**src/rtl/dm_port_arbiter.sv**
```systemverilog
// rtl/dm_port_arbiter.sv - single-port data memory arbiter between MEM stage (C) and loader/debug port (X)
//
// Purpose:
//   Shares one single-port DM between the pipeline MEM stage (port C) and an
//   external loader/debug port (port X). C has fixed priority, X is protected
//   by a starvation counter and can hold the memory for a burst with x_lock.
//   DM reads are registered, so read data returns one cycle after the grant.
//
// Ports:
//   clk, rst                      clock, asynchronous active-low reset
//   c_req/c_we/c_addr/c_wdata     C request (held until c_gnt)
//   c_pc                          C instruction PC (trace only)
//   c_gnt/c_stall                 C grant (combinational) and stall to hazard unit
//   c_rvalid/c_rdata              C read response
//   x_req/x_we/x_lock/x_addr/x_wdata  X request, x_lock keeps the grant
//   x_gnt                         X grant (combinational)
//   x_rvalid/x_rdata              X read response
//   dm_en/dm_we/dm_idx/dm_wdata   DM access strobe, write enable, word index, write data
//   dm_rdata                      DM read data, valid the cycle after dm_en
//   err                           pulse: the previous granted access was out of range
//
// Configuration:
//   DM_TRACE_EN  when defined, every granted in-range write is printed at the
//                clock edge; otherwise c_pc is unused.

module dm_port_arbiter #(
    parameter int DEPTH      = 3072,
    parameter int IDX_W      = 12,
    parameter int STARVE_MAX = 4
) (
    input  logic             clk,
    input  logic             rst,

    input  logic             c_req,
    input  logic             c_we,
    input  logic [31:0]      c_addr,
    input  logic [31:0]      c_wdata,
    input  logic [31:0]      c_pc,
    output logic             c_gnt,
    output logic             c_stall,
    output logic             c_rvalid,
    output logic [31:0]      c_rdata,

    input  logic             x_req,
    input  logic             x_we,
    input  logic             x_lock,
    input  logic [31:0]      x_addr,
    input  logic [31:0]      x_wdata,
    output logic             x_gnt,
    output logic             x_rvalid,
    output logic [31:0]      x_rdata,

    output logic             dm_en,
    output logic             dm_we,
    output logic [IDX_W-1:0] dm_idx,
    output logic [31:0]      dm_wdata,
    input  logic [31:0]      dm_rdata,

    output logic             err
);

    localparam int          CNT_W = $clog2(STARVE_MAX + 1);
    localparam logic [31:0] LIMIT = 32'(DEPTH * 4);

    typedef enum logic [1:0] {
        IDLE     = 2'd0,
        CPU      = 2'd1,
        EXT      = 2'd2,
        EXT_LOCK = 2'd3
    } state_t;

    state_t             state_q, state_d;
    logic [CNT_W-1:0]   starve_q, starve_d;

    logic               any_gnt;
    logic               sel_we;
    logic [31:0]        sel_addr;
    logic [31:0]        sel_wdata;
    logic               sel_oor;

    // Read-response tags: a read was granted last cycle, and whether it was
    // out of range (then the response carries zero instead of DM data).
    logic               c_pend_q, c_oor_q;
    logic               x_pend_q, x_oor_q;
    logic [31:0]        c_rdata_q, x_rdata_q;
    logic [31:0]        c_rd_now, x_rd_now;
    logic               err_q;

    // Grant, next-state and starvation counter
    always_comb begin
        c_gnt    = 1'b0;
        x_gnt    = 1'b0;
        state_d  = IDLE;
        starve_d = starve_q;

        if (state_q == EXT_LOCK && x_req && x_lock) begin
            x_gnt = 1'b1;
        end else if (c_req && (starve_q < CNT_W'(STARVE_MAX))) begin
            c_gnt = 1'b1;
        end else if (x_req) begin
            x_gnt = 1'b1;
        end

        if (x_gnt && x_lock) begin
            state_d = EXT_LOCK;
        end else if (x_gnt) begin
            state_d = EXT;
        end else if (c_gnt) begin
            state_d = CPU;
        end

        if (x_gnt || !x_req) begin
            starve_d = '0;
        end else if (starve_q < CNT_W'(STARVE_MAX)) begin
            starve_d = starve_q + CNT_W'(1);
        end
    end

    assign c_stall = c_req & ~c_gnt;
    assign any_gnt = c_gnt | x_gnt;

    // Winner datapath mux
    always_comb begin
        sel_we    = 1'b0;
        sel_addr  = 32'h0;
        sel_wdata = 32'h0;
        if (c_gnt) begin
            sel_we    = c_we;
            sel_addr  = c_addr;
            sel_wdata = c_wdata;
        end else if (x_gnt) begin
            sel_we    = x_we;
            sel_addr  = x_addr;
            sel_wdata = x_wdata;
        end
    end

    // Out-of-range accesses are granted (so the requester is released) but
    // never reach the array.
    assign sel_oor  = any_gnt && (sel_addr >= LIMIT);
    assign dm_en    = any_gnt & ~sel_oor;
    assign dm_we    = any_gnt & ~sel_oor & sel_we;
    assign dm_idx   = sel_addr[IDX_W+1:2];
    assign dm_wdata = sel_wdata;

    always_ff @(posedge clk or negedge rst) begin
        if (!rst) begin
            state_q  <= IDLE;
            starve_q <= '0;
        end else begin
            state_q  <= state_d;
            starve_q <= starve_d;
        end
    end

    always_ff @(posedge clk or negedge rst) begin
        if (!rst) begin
            c_pend_q <= 1'b0;
            c_oor_q  <= 1'b0;
            x_pend_q <= 1'b0;
            x_oor_q  <= 1'b0;
            err_q    <= 1'b0;
        end else begin
            c_pend_q <= c_gnt & ~c_we;
            c_oor_q  <= c_gnt & ~c_we & sel_oor;
            x_pend_q <= x_gnt & ~x_we;
            x_oor_q  <= x_gnt & ~x_we & sel_oor;
            err_q    <= sel_oor;
        end
    end

    // The DM already registers its read data, so in the response cycle the
    // port sees dm_rdata directly; the holding register keeps it afterwards
    // until the next read on that port.
    assign c_rd_now = c_oor_q ? 32'h0 : dm_rdata;
    assign x_rd_now = x_oor_q ? 32'h0 : dm_rdata;

    always_ff @(posedge clk or negedge rst) begin
        if (!rst) begin
            c_rdata_q <= 32'h0;
            x_rdata_q <= 32'h0;
        end else begin
            if (c_pend_q) begin
                c_rdata_q <= c_rd_now;
            end
            if (x_pend_q) begin
                x_rdata_q <= x_rd_now;
            end
        end
    end

    assign c_rvalid = c_pend_q;
    assign x_rvalid = x_pend_q;
    assign c_rdata  = c_pend_q ? c_rd_now : c_rdata_q;
    assign x_rdata  = x_pend_q ? x_rd_now : x_rdata_q;
    assign err      = err_q;

`ifdef DM_TRACE_EN
    logic [31:0] trace_pc;
    assign trace_pc = c_gnt ? c_pc : 32'h0;

    always @(posedge clk) begin
        if (rst && any_gnt && !sel_oor && sel_we) begin
            $display("%d@%h: *%h <= %h", $time, trace_pc, sel_addr, sel_wdata);
        end
    end
`else
    logic unused_pc;
    assign unused_pc = ^c_pc;
`endif

    // Byte-lane bits are ignored by a word-addressed DM.
    logic unused_lane;
    assign unused_lane = ^{c_addr[1:0], x_addr[1:0]};

endmodule

```
**config.mk**
```make
export PLATFORM = sky130hd
export DESIGN_NAME = dm_port_arbiter
export DESIGN_NICKNAME = d
export VERILOG_FILES = /design/src/rtl/dm_port_arbiter.sv
export SDC_FILE = /design/constraint.sdc
export NUM_CORES = 1
export LEC_CHECK = 0
export BUFFER_PORTS_ARGS = -buffer_cell sky130_fd_sc_hd__buf_4
export CAP_MARGIN = 20
export CORE_AREA = 5 5 120 122
export DETAILED_ROUTE_END_ITERATION = 6
export DIE_AREA = 0 0 125 127
export PLACE_DENSITY = 0.69
export SYNTH_ARGS = -nofsm -noshare
export SYNTH_HDL_FRONTEND = slang
export SYNTH_SLANG_ARGS = --single-unit
```
**constraint.sdc**
```tcl
create_clock -name clk -period 4.2 [get_ports clk]
set_input_delay 0.63 -clock clk [delete_from_list [all_inputs] [get_ports clk]]
set_output_delay 0.63 -clock clk [all_outputs]
set_load 0.05 [all_outputs]
```
# Word-level counts from Yosys, hierarchy flattened
# Cells that the tools add are included.
# W data, S select, Z words.
classes:
  n_addsub: 1
  n_lt_le_gt_ge: 2
  eq_ne: 1
  muxes: 20
  n_bitwise: 12
  n_reduce_logical: 8
ops:
  columns: ["operator", "count"]
  rows:
  - ["$mux W32", 8]
  - ["$ge A32 B14 Y1 const B", 1]
  - ["$mux W1", 8]
  - ["$and A1 B1 Y1", 7]
  - ["$mux W3", 2]
  - ["$logic_and A1 B1 Y1", 5]
  - ["$mux W2", 2]
  - ["$not A1 Y1", 4]
  - ["$add A3 B1 Y3 const B", 1]
  - ["$lt A3 B3 Y1 const B", 1]
  - ["$eq A2 B2 Y1 const B", 1]
  - ["$reduce_bool A2 Y1", 1]
  - ["$logic_not A1 Y1", 1]
  - ["$logic_or A1 B1 Y1", 1]
  - ["$or A1 B1 Y1", 1]
word_totals:
  ff_bits: 74
  in_bits: 199
  output_inout_bits: 116
  wordCells: 53

# Longest topological paths before layout
# Gate-level depths: netlist of run 1.
logic_depth:
  ltp_word: 11
  ltp_mapped: 6
  ltp_nobuf: 5

# Worst setup path before layout of run 1
# No wires, ideal clock.
synth_timing:
  path_type: "register to output"
  startpoint: "reg x_pend_q (netlist: x_rvalid)"
  endpoint: "out x_rdata[0]"
  arrival_time_ns: 2.170
  required_time_ns: 3.570
  setup_slack_ns: 1.400
  stages_incl_launch_ff: 4
  n_path_buf: 2
  cell_sequence: "dfrtp_1 clkbuf_1 clkbuf_1 o21ai_0"
synth_via:
  elab_chain_cells: 1
synth_lines:
  columns: ["element", "line_no", "source"]
  rows:
  - ["start, declared", "84", "logic x_pend_q, x_oor_q;"]
  - ["start signal, assigned", "166", "x_pend_q <= x_gnt & ~x_we;"]
  - ["$mux W32", null, null]
  - ["end, declared", "51", "output logic [31:0] x_rdata,"]
# No other way between the ends.

# Worst setup path after layout of run 1
layout_timing:
  startpoint: "reg starve_q[2]"
  endpoint: "out dm_wdata[18]"
layout_via:
  elab_chain_cells: 6
  word_cells_on_any_way: 8
  cone_classes: "order compare (1); mux (6); reduce/logical (1)"
layout_lines:
  columns: ["element", "line_no", "source"]
  rows:
  - ["start, declared", "73", "logic [CNT_W-1:0] starve_q, starve_d;"]
  - ["start signal, assigned", "152", "starve_q <= starve_d;"]
  - ["$lt A3 B3 Y1 (*)", "98", "end else if (c_req && (starve_q < CNT_W'(STARVE_MAX))) begin"]
  - ["$logic_and A1 B1 Y1 (*)", "98", null]
  - ["$mux W1", "98", null]
  - ["$mux W1", "96", "if (state_q == EXT_LOCK && x_req && x_lock) begin"]
  - ["$mux W32", "131", "end else if (x_gnt) begin"]
  - ["$mux W32 (*)", "127", "if (c_gnt) begin"]
  - ["end, declared", "56", "output logic [31:0] dm_wdata,"]
# Mark *: on every way between the ends. The rest lies on a longest branch, timed or not.

==> results of run 1 <==
power breakdown:
| part | internal [mW] | total, mW | switching (mW) |
|---|---|---|---|
| Combinational | 0.355 | 1.13 | 0.775 |
| Clock | 0.534 | 0.812 | 0.278 |
| Sequential | 0.821 | 0.863 | 0.0417 |
| Total | 1.71 | 2.80 | 1.09 |
area by class of cell:
type	count	area (um2)	area share
timing repair buffer	280	2100	0.341
sequential	74	1850	0.300
multi-input combinational	224	1410	0.228
inverter	68	258	0.0418
clock buffer	11	243	0.0393
tap	176	220	0.0357
clock inverter	4	76.3	0.0124
antenna	5	12.5	0.00203
layer usage:
metal / global-route usage / part of all wire / vias to the layer above
met5: 0 / 0 / -
met4: 0.0912 / 0.026 / 0
met3: 0.0584 / 0.079 / 24
met2: 0.323 / 0.53 / 194
met1: 0.199 / 0.36 / 1879
li1: - / - / 1873
synthesized netlist by cell type (2+ instances only):
cell      count
dfrtp_1      74
clkbuf_1     15
nand3_1       3
nor2b_1       2
nor3_1        5
o21ai_0      65
o211ai_1      2
buf_1         2
inv_1        66
nor4_1        7
nand2_1      36
and3_1        2
a22o_1       44
nor2_1        8
buf_6         8
nand3b_1     33
o21a_1        2
flip-flops by register name, summed over array words and instances, names as in the netlist:
name and cells:
x_rdata_q 32, state_q 2, x_oor_q 1, c_rdata_q 32
err 1, c_oor_q 1, x_rvalid 1, starve_q 3
c_rvalid 1
worst paths after layout:
kind / startpoint / endpoint / slack (ps) / cells past startpoint
max in group asynchronous: rst / x_rvalid$_DFF_PN0_ / 3110 / 1
worst max-delay path: starve_q[2]$_DFFE_PN0P_ / dm_wdata[18] / 1370 / 5
worst min-delay path: starve_q[0]$_DFFE_PN0P_ / starve_q[0]$_DFFE_PN0P_ / 440 / 1
min in group asynchronous: rst / x_rdata_q[6]$_DFF_PN0_ / 450 / 1
worst min register to register: starve_q[0]$_DFFE_PN0P_ / starve_q[0]$_DFFE_PN0P_ / 440 / 1
worst max register to register: starve_q[2]$_DFFE_PN0P_ / x_oor_q$_DFF_PN0_ / 2190 / 5
logic make-up after synthesis:
| kind of cell | share of synthesized area |
|---|---|
| compound gates | 0.223 |
| xor+xnor | 0.00238 |
| simple gates | 0.154 |
| flops | 0.504 |
| buf+inv | 0.113 |
| fa+ha+maj | 0.00341 |
worst max-delay path: stages (launching register included):
cell and delay (ps):
dfrtp_1 400, nor2b_1 180, nand2_2 130, inv_2 600, a22o_1 330, buf_4 220
per-stage QoR:
step | cells | power, mW | area [um2] | hold WS [ps]
2_1_floorplan | 392 | 1.58 | 3670 | 334
3_3_place_gp | 822 | 2.00 | 5840 | 420
3_5_place_dp | 822 | 2.01 | 5840 | 428
4_1_cts | 837 | 2.84 | 6160 | 436
5_1_grt | 842 | 2.94 | 6170 | 459
6_report | 842 | 2.80 | 6170 | 436
==> impl_metrics.env, run 1 <==
export IMPL_final_setup_tns_ps=0
export IMPL_io_pins=315
export IMPL_drive_gt1_frac=0.458
export IMPL_clk_latency_ps=320
export IMPL_drtIter0Drc=232
export IMPL_maxCapViolCount=0
export IMPL_hold_violations=0
export IMPL_overflow=0
export IMPL_power_leakage_nw=3.12
export IMPL_arrival_ps=2200
export IMPL_required_ps=3570
export IMPL_setup_viol=0
export IMPL_yosys_area_top_type_share=0.504
export IMPL_clock_sinks=74
export IMPL_synth_edf_count=0
export IMPL_fin_util=0.472
export IMPL_syn_inst=392
export IMPL_synth_seq_cells=74
export IMPL_cts_tree="yes"
export IMPL_viasPerCell=4.71
export IMPL_vias=3970
export IMPL_drt_wirelength_per_cell_um=17.8
export IMPL_syn_avg_cell_area_um2=9.37
export IMPL_synthArstFlopShare=1.00
export IMPL_num_rows=42
export IMPL_postCtsResizedCells=0
export IMPL_core_area_um2=13100
export IMPL_powerDensity_nw_per_um2=454
export IMPL_start_util=0.281
export IMPL_die_area_um2=15900
export IMPL_area_growth_pct=68.0
export IMPL_relSlewSlack=0.333
export IMPL_drcViolationCount=0
export IMPL_yosysWarnings=0
export IMPL_worstHoldPathType="reg -> reg"
export IMPL_htree_levels=3
export IMPL_final_cell_mix="280 x buf_4, 73 x dfrtp_1, 66 x inv_1"
export IMPL_tightestPinTransition_ps=1000
export IMPL_crit_fanout=48
export IMPL_yosys_top_cells_area="dfrtp_1 50%, a22o_1 10%, o21ai_0 8.9%, inv_1 6.7%, nand3b_1 6.7%"
export IMPL_cts_buffers=9
export IMPL_drv_slew=0
export IMPL_finalCritPeriodShare=0.675
export IMPL_dr_pass1_iters=4
export IMPL_clock_fmax_mhz=353
export IMPL_synth_nets=592
export IMPL_globalplace_congestion=0.919
export IMPL_ir_worst_vdd_mv=0.166
export IMPL_grt_pass1_wl_um=22800
export IMPL_path_class="reg -> out"
export IMPL_place_hpwl_um=11900
export IMPL_io_buffers=278
export IMPL_syn_area_um2=3670
export IMPL_endpoint_kind="output pin"
export IMPL_synth_cell_types=35
export IMPL_grt_total_usage=0.183
export IMPL_post_cts_setup_buffers=0
export IMPL_die_y_um=127
export IMPL_grt_max_degree=75
export IMPL_fin_crit_ps=2830
export IMPL_fin_worst_skew_ps=9.07
export IMPL_num_nets_final=857
export IMPL_clk_pin_slew_ps=60
export IMPL_worst_slack_ps=1370
export IMPL_cts_hold_buf=0
export IMPL_fp_dieW_um=125
export IMPL_antenna_found_initial=5
export IMPL_cts_path_max_buffers=2
export IMPL_grt_pass1_vias=4223
export IMPL_cp_start_kind="register"
export IMPL_synth_area_leader_cell="dfrtp_1"
export IMPL_postRouteAntennaNets=0
export IMPL_status="finished, final reports clean"
export IMPL_rsz0062_at_grt="no"
export IMPL_dpl_worst_slack_ps=1390
export IMPL_final_common_cell="buf_4"
export IMPL_ys_flop_type="dfrtp_1"
export IMPL_n_fill_cell=1265
export IMPL_ys_seq_area_frac=0.504
export IMPL_cts_root_buf="clkbuf_16"
export IMPL_routed_wl_um=15000
No activity file was read; power rests on OpenSTA's default activity.
==> run 2, diff against run 1 <==
==> constraint.sdc (replaced) <==
create_clock -name clk -period 3 [get_ports clk]
set_input_delay 0.45 -clock clk [delete_from_list [all_inputs] [get_ports clk]]
set_output_delay 0.45 -clock clk [all_outputs]
set_load 0.05 [all_outputs]
==> run 2 against run 1 <==
Against the previous run: register-to-register slack lost 1100 ps; combinational power is 42% higher; total power is 39% higher; worst hold slack got worse by 160 ps; sequential power is 39% higher; critical endpoint is now dm_en; non-clock buffer count grew 3; worst setup slack got worse by 1000 ps; via count is 1.4% higher; critical path type unchanged.
==> impl_metrics.env, run 2 (synthesis results as in run 1) <==
export IMPL_pwr_share_clk=0.285
export IMPL_clock_sinks=74
export IMPL_postRouteAntennaNets=0
export IMPL_num_nets_final=860
export IMPL_crit_fanout=47
export IMPL_area_growth_pct=68.6
export IMPL_arrival_ps=2200
export IMPL_clock_fmax_mhz=377
export IMPL_io_pins=315
export IMPL_status="finished, final reports clean"
export IMPL_layout_cells_non_filler=843
export IMPL_switching_share=0.392
export IMPL_cp_start_kind="register"
export IMPL_power_leakage_nw=3.14
export IMPL_drtIter0Drc=247
export IMPL_rsz0062_at_grt="no"
export IMPL_viasPerCell=4.77
export IMPL_multi_input_area_um2=1410
export IMPL_cts_tree="yes"
export IMPL_clk_pin_slew_ps=50
export IMPL_seqCellArea_um2=1850
export IMPL_start_util=0.281
export IMPL_overflow=0
export IMPL_postCtsResizedCells=0
export IMPL_cts_root_buf="clkbuf_16"
export IMPL_vias=4024
export IMPL_die_area_um2=15900
export IMPL_required_ps=2550
export IMPL_numPlacedInstances=825
export IMPL_n_fill_cell=1265
export IMPL_core_area_um2=13100
export IMPL_p_sw_mw=1.53
export IMPL_htree_levels=3
export IMPL_endpoint_kind="output pin"
export IMPL_final_common_cell="buf_4"
export IMPL_tightestPinTransition_ps=929
export IMPL_path_class="reg -> out"
export IMPL_place_hpwl_um=12100
export IMPL_grt_pass1_vias=4217
export IMPL_drt_wirelength_per_cell_um=18.0
export IMPL_largest_registers="c_rdata_q (32), x_rdata_q (32), starve_q (3)"
export IMPL_globalplace_congestion=0.927
export IMPL_io_buffers=278
export IMPL_ir_worst_vdd_mv=0.283
export IMPL_internal_power_mw=2.38
export IMPL_drive_gt1_frac=0.460
export IMPL_fin_worst_skew_ps=7.56
export IMPL_grt_pass1_wl_um=22900
export IMPL_seqPwrFrac=0.307
export IMPL_comb_power_share=0.408
export IMPL_post_cts_setup_buffers=0
export IMPL_dr_pass1_iters=4
export IMPL_finalCritPeriodShare=0.884
export IMPL_fin_crit_ps=2650
export IMPL_holdWs_ps=273
export IMPL_antenna_found_initial=2
export IMPL_fin_util=0.473
export IMPL_num_rows=42
export IMPL_final_cell_mix="282 x buf_4, 73 x dfrtp_1, 66 x inv_1"
export IMPL_cts_hold_buf=0
export IMPL_drv_slew=0
export IMPL_worstHoldPathType="in -> async"
export IMPL_powerDensity_nw_per_um2=632
export IMPL_die_y_um=127
export IMPL_grt_max_degree=75
export IMPL_hold_violations=0
export IMPL_dpl_worst_slack_ps=579
export IMPL_worst_slack_ps=349
export IMPL_place_area_um2=5880
export IMPL_fin_area_um2=6190
export IMPL_relSlewSlack=0.380
export IMPL_fp_dieW_um=125
export IMPL_cts_buffers=9
export IMPL_maxCapViolCount=0
export IMPL_setup_viol=0
export IMPL_drcViolationCount=0
export IMPL_routed_wl_um=15200
export IMPL_final_setup_tns_ps=0
export IMPL_grt_total_usage=0.184
export IMPL_cts_path_max_buffers=2
export IMPL_total_power_mw=3.91
export IMPL_clk_latency_ps=330
-- run 2: changes by cell type in the layout (fill, tap and decap cells not counted) --
cell        delta
buf_12         +1
clkinv_2       +2
diode_2        -3
clkbuf_8       -1
clkinvlp_4     -1
clkbuf_1       +1
buf_4          +2
-- run 2: worst paths after layout --
check / start / cells after the start / endpoint / slack, ps
min in group clk: x_we / 2 / x_rvalid$_DFF_PN0_ / 300
max: starve_q[2]$_DFFE_PN0P_ / 6 / dm_en / 350
min: rst / 1 / c_rdata_q[9]$_DFF_PN0_ / 270
max reg2reg: starve_q[2]$_DFFE_PN0P_ / 6 / x_oor_q$_DFF_PN0_ / 1060
max in group asynchronous: rst / 1 / x_rvalid$_DFF_PN0_ / 2090
min reg2reg: starve_q[0]$_DFFE_PN0P_ / 1 / starve_q[0]$_DFFE_PN0P_ / 430
-- run 2: cell type report --
type | instances | area share
Antenna cell | 2 | 0.000808
Clock buffer | 11 | 0.0376
Clock inverter | 5 | 0.0127
Inverter | 68 | 0.0416
Multi-Input combinational cell | 224 | 0.227
Sequential cell | 74 | 0.299
Tap cell | 176 | 0.0356
Timing Repair Buffer | 283 | 0.345
-- run 2: power by group through the flow --
stage / Clock [mW] / Combinational, mW / Sequential, mW
global route: 1.20 / 1.68 / 1.22
global placement: 0 / 1.59 / 1.21
CTS: 1.15 / 1.61 / 1.21
finish: 1.11 / 1.60 / 1.20
detailed placement: 0 / 1.60 / 1.22
floorplan: 0 / 1.00 / 1.21
-- run 2: metal layers --
| layer | routed length (um) | vias up | GRT usage | share of wire |
|---|---|---|---|---|
| li1 | - | 1880 | - | - |
| met1 | 5510 | 1914 | 0.201 | 0.36 |
| met2 | 7900 | 199 | 0.329 | 0.52 |
| met3 | 1180 | 31 | 0.0492 | 0.078 |
| met4 | 592 | 0 | 0.0944 | 0.039 |
| met5 | 0 | - | 0 | 0 |
-- run 2: critical path, cell delays in order, from the launching register on --
cell,delay (ps)
dfrtp_1,400
nand2b_1,240
a21oi_2,300
inv_4,240
a31oi_4,330
o21a_1,170
buf_4,200
==> run 3, diff against run 2 <==
--- a/config.mk
+++ b/config.mk
@@ -10,7 +10,6 @@
 export CORE_AREA = 5 5 120 122
 export DETAILED_ROUTE_END_ITERATION = 6
 export DIE_AREA = 0 0 125 127
-export PLACE_DENSITY = 0.69
 export SYNTH_ARGS = -nofsm -noshare
 export SYNTH_HDL_FRONTEND = slang
 export SYNTH_SLANG_ARGS = --single-unit
==> run 3 against run 2 <==
Against the previous run: sequential power hardly changed; design area shrank 0.22%; clock skew about the same; wire length fell by 2.1%; non-clock buffer count stayed put; total power decreased by 0.73%; critical path type unchanged.
==> impl_metrics.env, run 3 (synthesis results as in run 1) <==
export IMPL_drive_gt1_frac=0.463
export IMPL_largest_registers="c_rdata_q (32), x_rdata_q (32), starve_q (3)"
export IMPL_cp_start_kind="register"
export IMPL_maxCapViolCount=0
export IMPL_grt_pass1_wl_um=22200
export IMPL_postRouteAntennaNets=0
export IMPL_cts_tree="yes"
export IMPL_fin_worst_skew_ps=7.99
export IMPL_cp_num_cells=6
export IMPL_io_pins=315
export IMPL_dr_pass1_iters=5
export IMPL_finalCritPeriodShare=0.880
export IMPL_cts_path_max_buffers=2
export IMPL_viasPerCell=4.72
export IMPL_arrival_ps=2190
export IMPL_globalplace_congestion=0.853
export IMPL_final_common_cell="buf_4"
export IMPL_cts_hold_buf=0
export IMPL_final_cell_mix="282 x buf_4, 73 x dfrtp_1, 66 x inv_1"
export IMPL_endpoint_kind="output pin"
export IMPL_num_nets_final=860
export IMPL_drtIter0Drc=234
export IMPL_holdWs_ps=260
export IMPL_r2r_end="x_oor_q$_DFF_PN0_"
export IMPL_fin_crit_ps=2640
export IMPL_vias=3972
export IMPL_area_growth_pct=68.2
export IMPL_tightestPinTransition_ps=995
export IMPL_path_delay_family="compound AO/OA/AOI/OAI gates"
export IMPL_die_y_um=127
export IMPL_start_util=0.281
export IMPL_worstHoldPathType="in -> async"
export IMPL_io_buffers=278
export IMPL_antenna_cells=0
export IMPL_clk_latency_ps=330
export IMPL_r2r_setup_slack_ps=1200
export IMPL_grt_pass1_vias=3993
export IMPL_fp_dieW_um=125
export IMPL_ir_worst_vdd_mv=0.284
export IMPL_crit_fanout=23
export IMPL_r2r_start="starve_q[2]$_DFFE_PN0P_"
export IMPL_clock_fmax_mhz=379
export IMPL_postCtsResizedCells=0
export IMPL_die_area_um2=15900
export IMPL_overflow=0
export IMPL_hold_violations=0
export IMPL_relSlewSlack=0.337
export IMPL_powerDensity_nw_per_um2=628
export IMPL_post_cts_setup_buffers=0
export IMPL_clk_pin_slew_ps=60
export IMPL_setup_viol=0
export IMPL_path_class="reg -> out"
export IMPL_rr_worst_depth=6
export IMPL_crit_chain="nand2b_1, a21oi_2, inv_4, a31oi_4, o21a_1, buf_4"
export IMPL_final_setup_tns_ps=0
export IMPL_power_leakage_nw=3.14
export IMPL_drv_slew=0
export IMPL_drt_wirelength_per_cell_um=17.7
export IMPL_cts_buffers=9
export IMPL_place_hpwl_um=11600
export IMPL_antenna_found_initial=0
export IMPL_num_rows=42
export IMPL_clock_sinks=74
export IMPL_crit_slowest_cell="dfrtp_1"
export IMPL_slowest_delay_ps=400
export IMPL_cp_num_buf_inv=2
export IMPL_required_ps=2550
export IMPL_cts_root_buf="clkbuf_16"
export IMPL_htree_levels=3
export IMPL_status="finished, final reports clean"
export IMPL_core_area_um2=13100
export IMPL_rsz0062_at_grt="no"
export IMPL_grt_total_usage=0.176
export IMPL_grt_max_degree=75
export IMPL_routed_wl_um=14900
export IMPL_drcViolationCount=0
## run 3: metrics by stage
| step | setup slack [ps] | area [um2] | util | std cells | power [mW] |
|---|---|---|---|---|---|
| finish | 361 | 6180 | 0.472 | 841 | 3.88 |
| global route | 214 | 6180 | 0.472 | 841 | 4.04 |
| CTS | 305 | 6180 | 0.472 | 841 | 3.92 |
| detailed placement | 505 | 5880 | 0.449 | 825 | 2.82 |
| global placement | 551 | 5880 | 0.449 | 825 | 2.80 |
| floorplan | 380 | 3670 | - | 392 | 2.22 |
## run 3: cell type report
class | count | area, um2
fill | 1235 | 6910
timing repair buffer | 283 | 2140
sequential | 74 | 1850
multi-input combinational | 224 | 1410
inverter | 68 | 258
clock buffer | 10 | 239
tap | 176 | 220
clock inverter | 6 | 63.8
## run 3: metal layers
metal,track usage,part of all wire
met5,0,0
met1,0.201,0.39
met4,0.0434,0.013
met2,0.314,0.51
met3,0.0664,0.086
## run 3: worst max-delay path by stage
stage                             to  slack (ps)                    start
after floorplan           x_rdata[0]         380       x_rvalid$_DFF_PN0_
after global placement         dm_we         550               c_addr[28]
after detailed placement       dm_we         500               c_addr[28]
after CTS                      dm_we         300  starve_q[2]$_DFFE_PN0P_
after global routing           dm_we         210  starve_q[2]$_DFFE_PN0P_
final                          dm_we         360  starve_q[2]$_DFFE_PN0P_
## run 3: power breakdown
group          internal [mW]  switching (mW)
clock                  0.666           0.425
combinational          0.502            1.09
sequential              1.15          0.0512
